[src/rtl/usr_pkg.sv]
// Shared types for the universal shift register: operation codes, FSM states
// and the shift-mode classifier used to qualify burst requests.
package usr_pkg;

  typedef enum logic [2:0] {
    HOLD  = 3'b000,
    LOAD  = 3'b001,
    SHL   = 3'b010,
    SHR   = 3'b011,
    ROL   = 3'b100,
    ROR   = 3'b101,
    CLEAR = 3'b110,
    RSVD  = 3'b111
  } mode_e;

  typedef enum logic {
    IDLE  = 1'b0,
    BURST = 1'b1
  } state_e;

  function automatic logic is_shift_mode(input mode_e m);
    logic r;
    case (m)
      SHL, SHR, ROL, ROR: r = 1'b1;
      default:            r = 1'b0;
    endcase
    return r;
  endfunction

endpackage

[src/rtl/usr_next_val.sv]
// Combinational next-value mux for the shift register; one instance serves
// both the per-cycle mode path and the autonomous burst path.
module usr_next_val
  import usr_pkg::*;
#(
  parameter int WIDTH = 8
) (
  input  logic [WIDTH-1:0] q,
  input  logic [WIDTH-1:0] d,
  input  logic             sin_l,
  input  logic             sin_r,
  input  logic [2:0]       op,
  output logic [WIDTH-1:0] q_next
);

  mode_e op_s;

  assign op_s = mode_e'(op);

  // Select the new register value for the requested operation.
  always_comb begin
    q_next = q;
    case (op_s)
      HOLD:    q_next = q;
      LOAD:    q_next = d;
      SHL:     q_next = {q[WIDTH-2:0], sin_r};
      SHR:     q_next = {sin_l, q[WIDTH-1:1]};
      ROL:     q_next = {q[WIDTH-2:0], q[WIDTH-1]};
      ROR:     q_next = {q[0], q[WIDTH-1:1]};
      CLEAR:   q_next = {WIDTH{1'b0}};
      RSVD:    q_next = q;
      default: q_next = q;
    endcase
  end

endmodule

[src/rtl/univ_shift_reg.sv]
// Universal shift register with hold/load/shift/rotate/clear modes and an
// autonomous burst engine that shifts a programmed number of bits.
module univ_shift_reg
  import usr_pkg::*;
#(
  parameter  int WIDTH = 8,
  localparam int CNT_W = $clog2(WIDTH + 1)
) (
  input  logic             clk,
  input  logic             rst_n,
  input  logic             en,
  input  logic [2:0]       mode,
  input  logic [WIDTH-1:0] d,
  input  logic             sin_l,
  input  logic             sin_r,
  input  logic             start,
  input  logic [CNT_W-1:0] nbits,
  output logic [WIDTH-1:0] q,
  output logic             sout_l,
  output logic             sout_r,
  output logic             busy,
  output logic             done
);

  localparam logic [CNT_W-1:0] WIDTH_C = CNT_W'(WIDTH);
  localparam logic [CNT_W-1:0] ONE_C   = CNT_W'(1);
  localparam logic [CNT_W-1:0] ZERO_C  = CNT_W'(0);

  mode_e            mode_s;
  mode_e            op_s;
  logic [WIDTH-1:0] shifted_s;
  logic [CNT_W-1:0] clamp_s;

  logic [WIDTH-1:0] q_r,        q_nxt_s;
  state_e           state_r,    state_nxt_s;
  logic [CNT_W-1:0] count_r,    count_nxt_s;
  mode_e            burst_op_r, burst_op_nxt_s;
  logic             done_r,     done_nxt_s;
  logic             busy_r,     busy_nxt_s;

  assign mode_s  = mode_e'(mode);
  assign op_s    = (state_r == BURST) ? burst_op_r : mode_s;
  assign clamp_s = (nbits > WIDTH_C) ? WIDTH_C : nbits;

  usr_next_val #(
    .WIDTH (WIDTH)
  ) u_next_val (
    .q      (q_r),
    .d      (d),
    .sin_l  (sin_l),
    .sin_r  (sin_r),
    .op     (op_s),
    .q_next (shifted_s)
  );

  // Next-state, counter and data decisions for the IDLE/BURST engine.
  always_comb begin
    q_nxt_s        = q_r;
    state_nxt_s    = state_r;
    count_nxt_s    = count_r;
    burst_op_nxt_s = burst_op_r;
    done_nxt_s     = 1'b0;
    if (en) begin
      case (state_r)
        IDLE: begin
          if (start && is_shift_mode(mode_s)) begin
            // q is left untouched on the edge that arms a burst.
            burst_op_nxt_s = mode_s;
            count_nxt_s    = clamp_s;
            if (clamp_s != ZERO_C) begin
              state_nxt_s = BURST;
            end else begin
              done_nxt_s = 1'b1;
            end
          end else begin
            q_nxt_s = shifted_s;
          end
        end
        BURST: begin
          q_nxt_s     = shifted_s;
          count_nxt_s = count_r - ONE_C;
          if (count_r == ONE_C) begin
            state_nxt_s = IDLE;
            done_nxt_s  = 1'b1;
          end else begin
            state_nxt_s = BURST;
          end
        end
        default: begin
          state_nxt_s = IDLE;
          count_nxt_s = ZERO_C;
        end
      endcase
    end else begin
      done_nxt_s = 1'b0;
    end
  end

  assign busy_nxt_s = (state_nxt_s == BURST);

  // State and output registers; reset aborts any burst without a done pulse.
  always_ff @(posedge clk or negedge rst_n) begin
    if (!rst_n) begin
      q_r        <= {WIDTH{1'b0}};
      state_r    <= IDLE;
      count_r    <= ZERO_C;
      burst_op_r <= HOLD;
      done_r     <= 1'b0;
      busy_r     <= 1'b0;
    end else begin
      q_r        <= q_nxt_s;
      state_r    <= state_nxt_s;
      count_r    <= count_nxt_s;
      burst_op_r <= burst_op_nxt_s;
      done_r     <= done_nxt_s;
      busy_r     <= busy_nxt_s;
    end
  end

  assign q      = q_r;
  assign sout_l = q_r[WIDTH-1];
  assign sout_r = q_r[0];
  assign busy   = busy_r;
  assign done   = done_r;

endmodule
[config.mk]
export PLATFORM = sky130hd
export DESIGN_NAME = univ_shift_reg
export DESIGN_NICKNAME = d
export VERILOG_FILES = /design/src/rtl/usr_pkg.sv /design/src/rtl/usr_next_val.sv /design/src/rtl/univ_shift_reg.sv
export SDC_FILE = /design/constraint.sdc
export NUM_CORES = 1
export LEC_CHECK = 0
export CELL_PAD_IN_SITES_DETAIL_PLACEMENT = 0
export CELL_PAD_IN_SITES_GLOBAL_PLACEMENT = 1
export CORE_MARGIN = 4
export CORE_UTILIZATION = 35
export DETAILED_ROUTE_END_ITERATION = 10
export PLACE_DENSITY = 0.86
export SLEW_MARGIN = 30
export SYNTH_ARGS = -nofsm -noshare
export SYNTH_HDL_FRONTEND = slang
export SYNTH_HIERARCHICAL = 1
export SYNTH_SLANG_ARGS = --single-unit
[constraint.sdc]
create_clock -name clk -period 2.55 [get_ports clk]
set_input_delay 0.255 -clock clk [delete_from_list [all_inputs] [get_ports clk]]
set_output_delay 0.255 -clock clk [all_outputs]
set_load 0.005 [all_outputs]
# Word level (Yosys, flattened, before mapping)
# Index checks and enable logic that the tools add are counted.
# totals
reg_bits,17
latch_bits,0
ram_bits,0
romBits,0
input_bits,21
output_inout_bits,12
n_memories,0
# op_classes
n_addsub,1
n_mul,0
n_div,0
n_lt_le_gt_ge,1
eq_ne,14
n_shift,0
mux,19
bitwise_logic,1
n_reduce_logical,8
# ops
op,n
8-bit case mux with 7 select lines,1
3-bit equality test (second input constant),6
8-bit case mux with 2 select lines,1
3-bit by 2-bit equality test with 1-bit output (second input constant),4
1-bit two-way mux,10
4-bit two-way mux,2
8-bit two-way mux,1
4-bit case mux with 2 select lines,1
4-bit by 1-bit equality test with 1-bit output (second input constant),1
4-bit > comparator (second input constant),1
2-bit inequality test (second input constant),2
1-bit case mux with 2 select lines,2
2-bit AND reduction,2
4-bit nonzero test,1
4-bit OR reduction,1
4-bit by 1-bit subtractor with 4-bit output (second input constant),1
3-bit by 1-bit equality test with 1-bit output (second input constant),1
3-bit logical NOT,1
3-bit two-way mux,1
3-bit AND reduction,1
2-bit OR reduction,1
1-bit logical AND,1
1-bit NOT,1

# Logic depth before layout (Yosys ltp)
# depth
ltp_word,9
mapped_depth,9
ltp_nobuf,6

# Modules after synthesis
# Netlist, hierarchy kept.
# by_module_without_submodules
mod,n_inst,cells_each,area_per_inst_um2
univ_shift_reg,1,81,917.1
usr_next_val,1,83,515.5

# Least setup slack after synthesis
# Ideal clock, no wire load.
# synth_timing
path_kind,register -> register
startpoint,"register, netlist name busy"
endpoint,register q_r[0] (netlist: q[0])
t_arrival_ns,2.106
t_required_ns,2.425
setup_slack_ns,0.320
stages_incl_launch_ff,10
n_path_buf,4
period_less_slack_ns,2.230
path_cell_list,dfrtp_1 -> buf_2 -> clkbuf_1 -> mux2_2 -> buf_6 -> buf_2 -> o211ai_1 -> o211ai_1 -> o21a_1 -> mux2_2
# synth_rtl
item,line_no,source
end signal: assignment,univ_shift_reg.sv:104,q_r <= {WIDTH{1'b0}};
end signal: assignment,univ_shift_reg.sv:111,q_r <= q_nxt_s;
end: declaration,univ_shift_reg.sv:34,"logic [WIDTH-1:0] q_r, q_nxt_s;"

==> out/qor.txt <==
CP Buf/Inv Count = 1
placed inst area = 1743 um^2
io pins = 33
RSZ-0062 raised after global routing = no
Post-Route Utilization = 47.30%
Synth Instances = 164
number of nets in the finished design = 214
status = finished, final reports clean
global-route total usage across every layer = 14.07%
number of instances resized during post-cts repair = 0
leading cell type in the layout, fill and taps excluded = sky130_fd_sc_hd__clkdlybuf4s50_1
final count of negative-setup-slack endpoints = 0
final hold slack = 0.4580 ns
Synth cell types = 44
H-tree depth reported by CTS = 1
Worst EP required = 2.70 ns
detailed-route via count = 1349
drt pass-1 iters = 4
slowest stage cell on the critical path = sky130_fd_sc_hd__mux2_2
achievable clock frequency = 477.3 MHz
largest net degree at the start of global routing = 26
worst IR drop on VDD = 0.7925 mV
antenna violations before repair = 0
number of max-slew violations in the final report = 0
Sum Neg Setup Slack = 0 ns
HP Class = in2async
final number of hold-violating endpoints = 0
Antenna Cells = 0
starting density of the core = 37.71%
capturing element type of the critical path = flip-flop
vias in the first global route = 1288
final std cell area, no fill = 1797 um^2
leakage dissipation = 0.7223 nW
Arrival @ worst endpoint = 2.24 ns
number of CTS-inserted buffers = 3
post-layout worst setup margin = 0.4549 ns
Skew-Pair Late Insertion Delay = 0.26 ns
First DRT Iteration DRCs = 79
Pwr per Cell Area = 1308 nW/um^2
core area = 3799 um^2
final wirelength = 3597 um
clock tree sinks = 17
instance count after placement with tap cells included = 233
critical path, cell by cell = buf_4 -> mux2_2 -> o21ai_0 -> a2bb2oi_1 -> o311ai_1 -> nand3_1 -> mux2_2
# rows = 22
post-route antenna net violation count = 0
die area = 5181 um^2
shortest clock period the worst path allows after layout = 2.095 ns
half-perimeter wire length after placement = 2551 um
vias per cell = 5.668
Cell Area, Synth = 1433 um^2
gp weighted congestion = 0.8538
family of cells with the greatest summed delay on the critical path = multiplexers
area growth from synthesis to layout = 25.41%
ratio of final minimum period to clock period = 82.16%
post-synth net total = 187
number of buffer cells added on primary ports = 32
maximum fanout along the worst path = 25
global-route wire length before repair = 5934 um
WS Path Type = reg2reg
ys async rst share = 100.0%
critical path's most frequent cell = sky130_fd_sc_hd__mux2_2
count of warnings emitted by yosys = 6
sequential cell area fraction in the yosys report = 29.69%
die span in y = 71.98 um
number of buffers on the longest clock path = 2
worst setup skew after layout = 0.0004377 ns
reported max-cap violation count = 0
crit-path max cell delay = 0.54 ns
relative slew slack = 70.77%
DRC violations left = 0
Most used DFF post-synth = sky130_fd_sc_hd__dfrtp_1
total power = 2.350 mW
Post-Layout Cell Count = 238
Die Wd = 71.98 um
Critical Path Source Type = flip-flop
number of flops mapped to enable cells by yosys = 0
WL per Instance = 15.11 um
sum of overflow across all layers after global routing = 0
top library cells by usage in the layout, fill and taps aside = sky130_fd_sc_hd__clkdlybuf4s50_1 (31), sky130_fd_sc_hd__dfrtp_1 (17), sky130_fd_sc_hd__o21ai_0 (15)
worst slew pin tran = 0.4385 ns
count of state elements after synthesis = 17
clock tree from TritonCTS = yes
Clock Root Buffer = sky130_fd_sc_hd__clkbuf_8
Setup Slack @ Placement = 0.2932 ns
syn_area_per_cell = 8.736 um^2
layout cell share with drive strength beyond 1 = 16.32%
clock slew at reported path FFs = 0.08 ns
-- routing by layer --
metal | vias to the layer above | GRT usage, % | wire [um] | share of wire, %
met1 | 656 | 18.99 | 1702 | 47
met5 | - | 0 | 0 | 0
li1 | 658 | - | - | -
met3 | 2 | 2.078 | 131 | 3.6
met4 | 0 | 5.637 | 34 | 0.95
met2 | 33 | 22.55 | 1729 | 48
-- layout make-up --
class	count	area, um^2
Clock inverter	1	7.507
Sequential cell	17	425.4
Tap cell	48	60.06
Timing Repair Buffer	36	347.8
Fill cell	349	2002
Inverter	13	48.80
Multi-Input combinational cell	120	865.8
Clock buffer	3	41.29
-- synthesized netlist by cell type, types with 2 or more instances --
master,n,area [um^2]
sky130_fd_sc_hd__nand3b_1,2,15.01
sky130_fd_sc_hd__nor2b_1,2,12.51
sky130_fd_sc_hd__buf_2,5,25.02
sky130_fd_sc_hd__nand3_1,4,20.02
sky130_fd_sc_hd__a31oi_1,6,37.54
sky130_fd_sc_hd__a211oi_1,2,15.01
sky130_fd_sc_hd__and2b_1,3,22.52
sky130_fd_sc_hd__a211o_1,2,17.52
sky130_fd_sc_hd__o211ai_1,7,52.55
sky130_fd_sc_hd__o21ai_0,15,75.07
sky130_fd_sc_hd__or2b_1,3,22.52
sky130_fd_sc_hd__nor2_1,2,7.510
sky130_fd_sc_hd__mux2i_1,4,40.04
sky130_fd_sc_hd__ha_1,2,25.02
sky130_fd_sc_hd__a211oi_2,2,25.02
sky130_fd_sc_hd__o221a_2,2,22.52
sky130_fd_sc_hd__mux2_2,13,146.4
sky130_fd_sc_hd__a21oi_1,14,70.07
sky130_fd_sc_hd__nand2_1,14,52.55
sky130_fd_sc_hd__o221ai_1,4,35.03
sky130_fd_sc_hd__buf_4,3,22.52
sky130_fd_sc_hd__buf_6,3,33.78
sky130_fd_sc_hd__dfrtp_1,17,425.4
sky130_fd_sc_hd__clkbuf_1,2,7.510
sky130_fd_sc_hd__inv_1,12,45.04
-- what timing repair did --
item                                   in CTS  in global routing
hold buffers                                0                  1
endpoints found under the hold margin       0                 17
setup buffers                               0                  0
-- power breakdown --
| group | switching (mW) | internal, mW |
|---|---|---|
| clock network | 0.107 | 0.110 |
| logic | 0.818 | 0.771 |
| registers | 0.141 | 0.402 |
-- path summary, 6_finish.rpt --
check,start,end,slack (ns),cells after the start
setup / recovery,busy,q[7],0.45,7
hold / removal,rst_n,busy,0.46,2
setup reg to reg,busy,q[7],0.45,7
hold reg to reg,burst_op_r[2],burst_op_r[2],0.51,1
max in group asynchronous,rst_n,q[1],1.80,2
min in group clk,burst_op_r[2],burst_op_r[2],0.51,1
-- registers in the layout (all words and copies together) (netlist names) --
name and count:
count_r 4, busy 1, q 8, burst_op_r 3, done 1
-- kinds of logic (layout without fill, tap and decap cells) --
family	after synthesis	in the layout	synth area share, %
compound gates	61	61	29.08
xor+xnor	1	1	1.136
fa+ha+maj	2	2	1.746
buf+inv	27	53	9.868
flops	17	17	29.69
mux	17	17	13.01
simple gates	39	39	15.46
(Power assumes the default switching activity.)
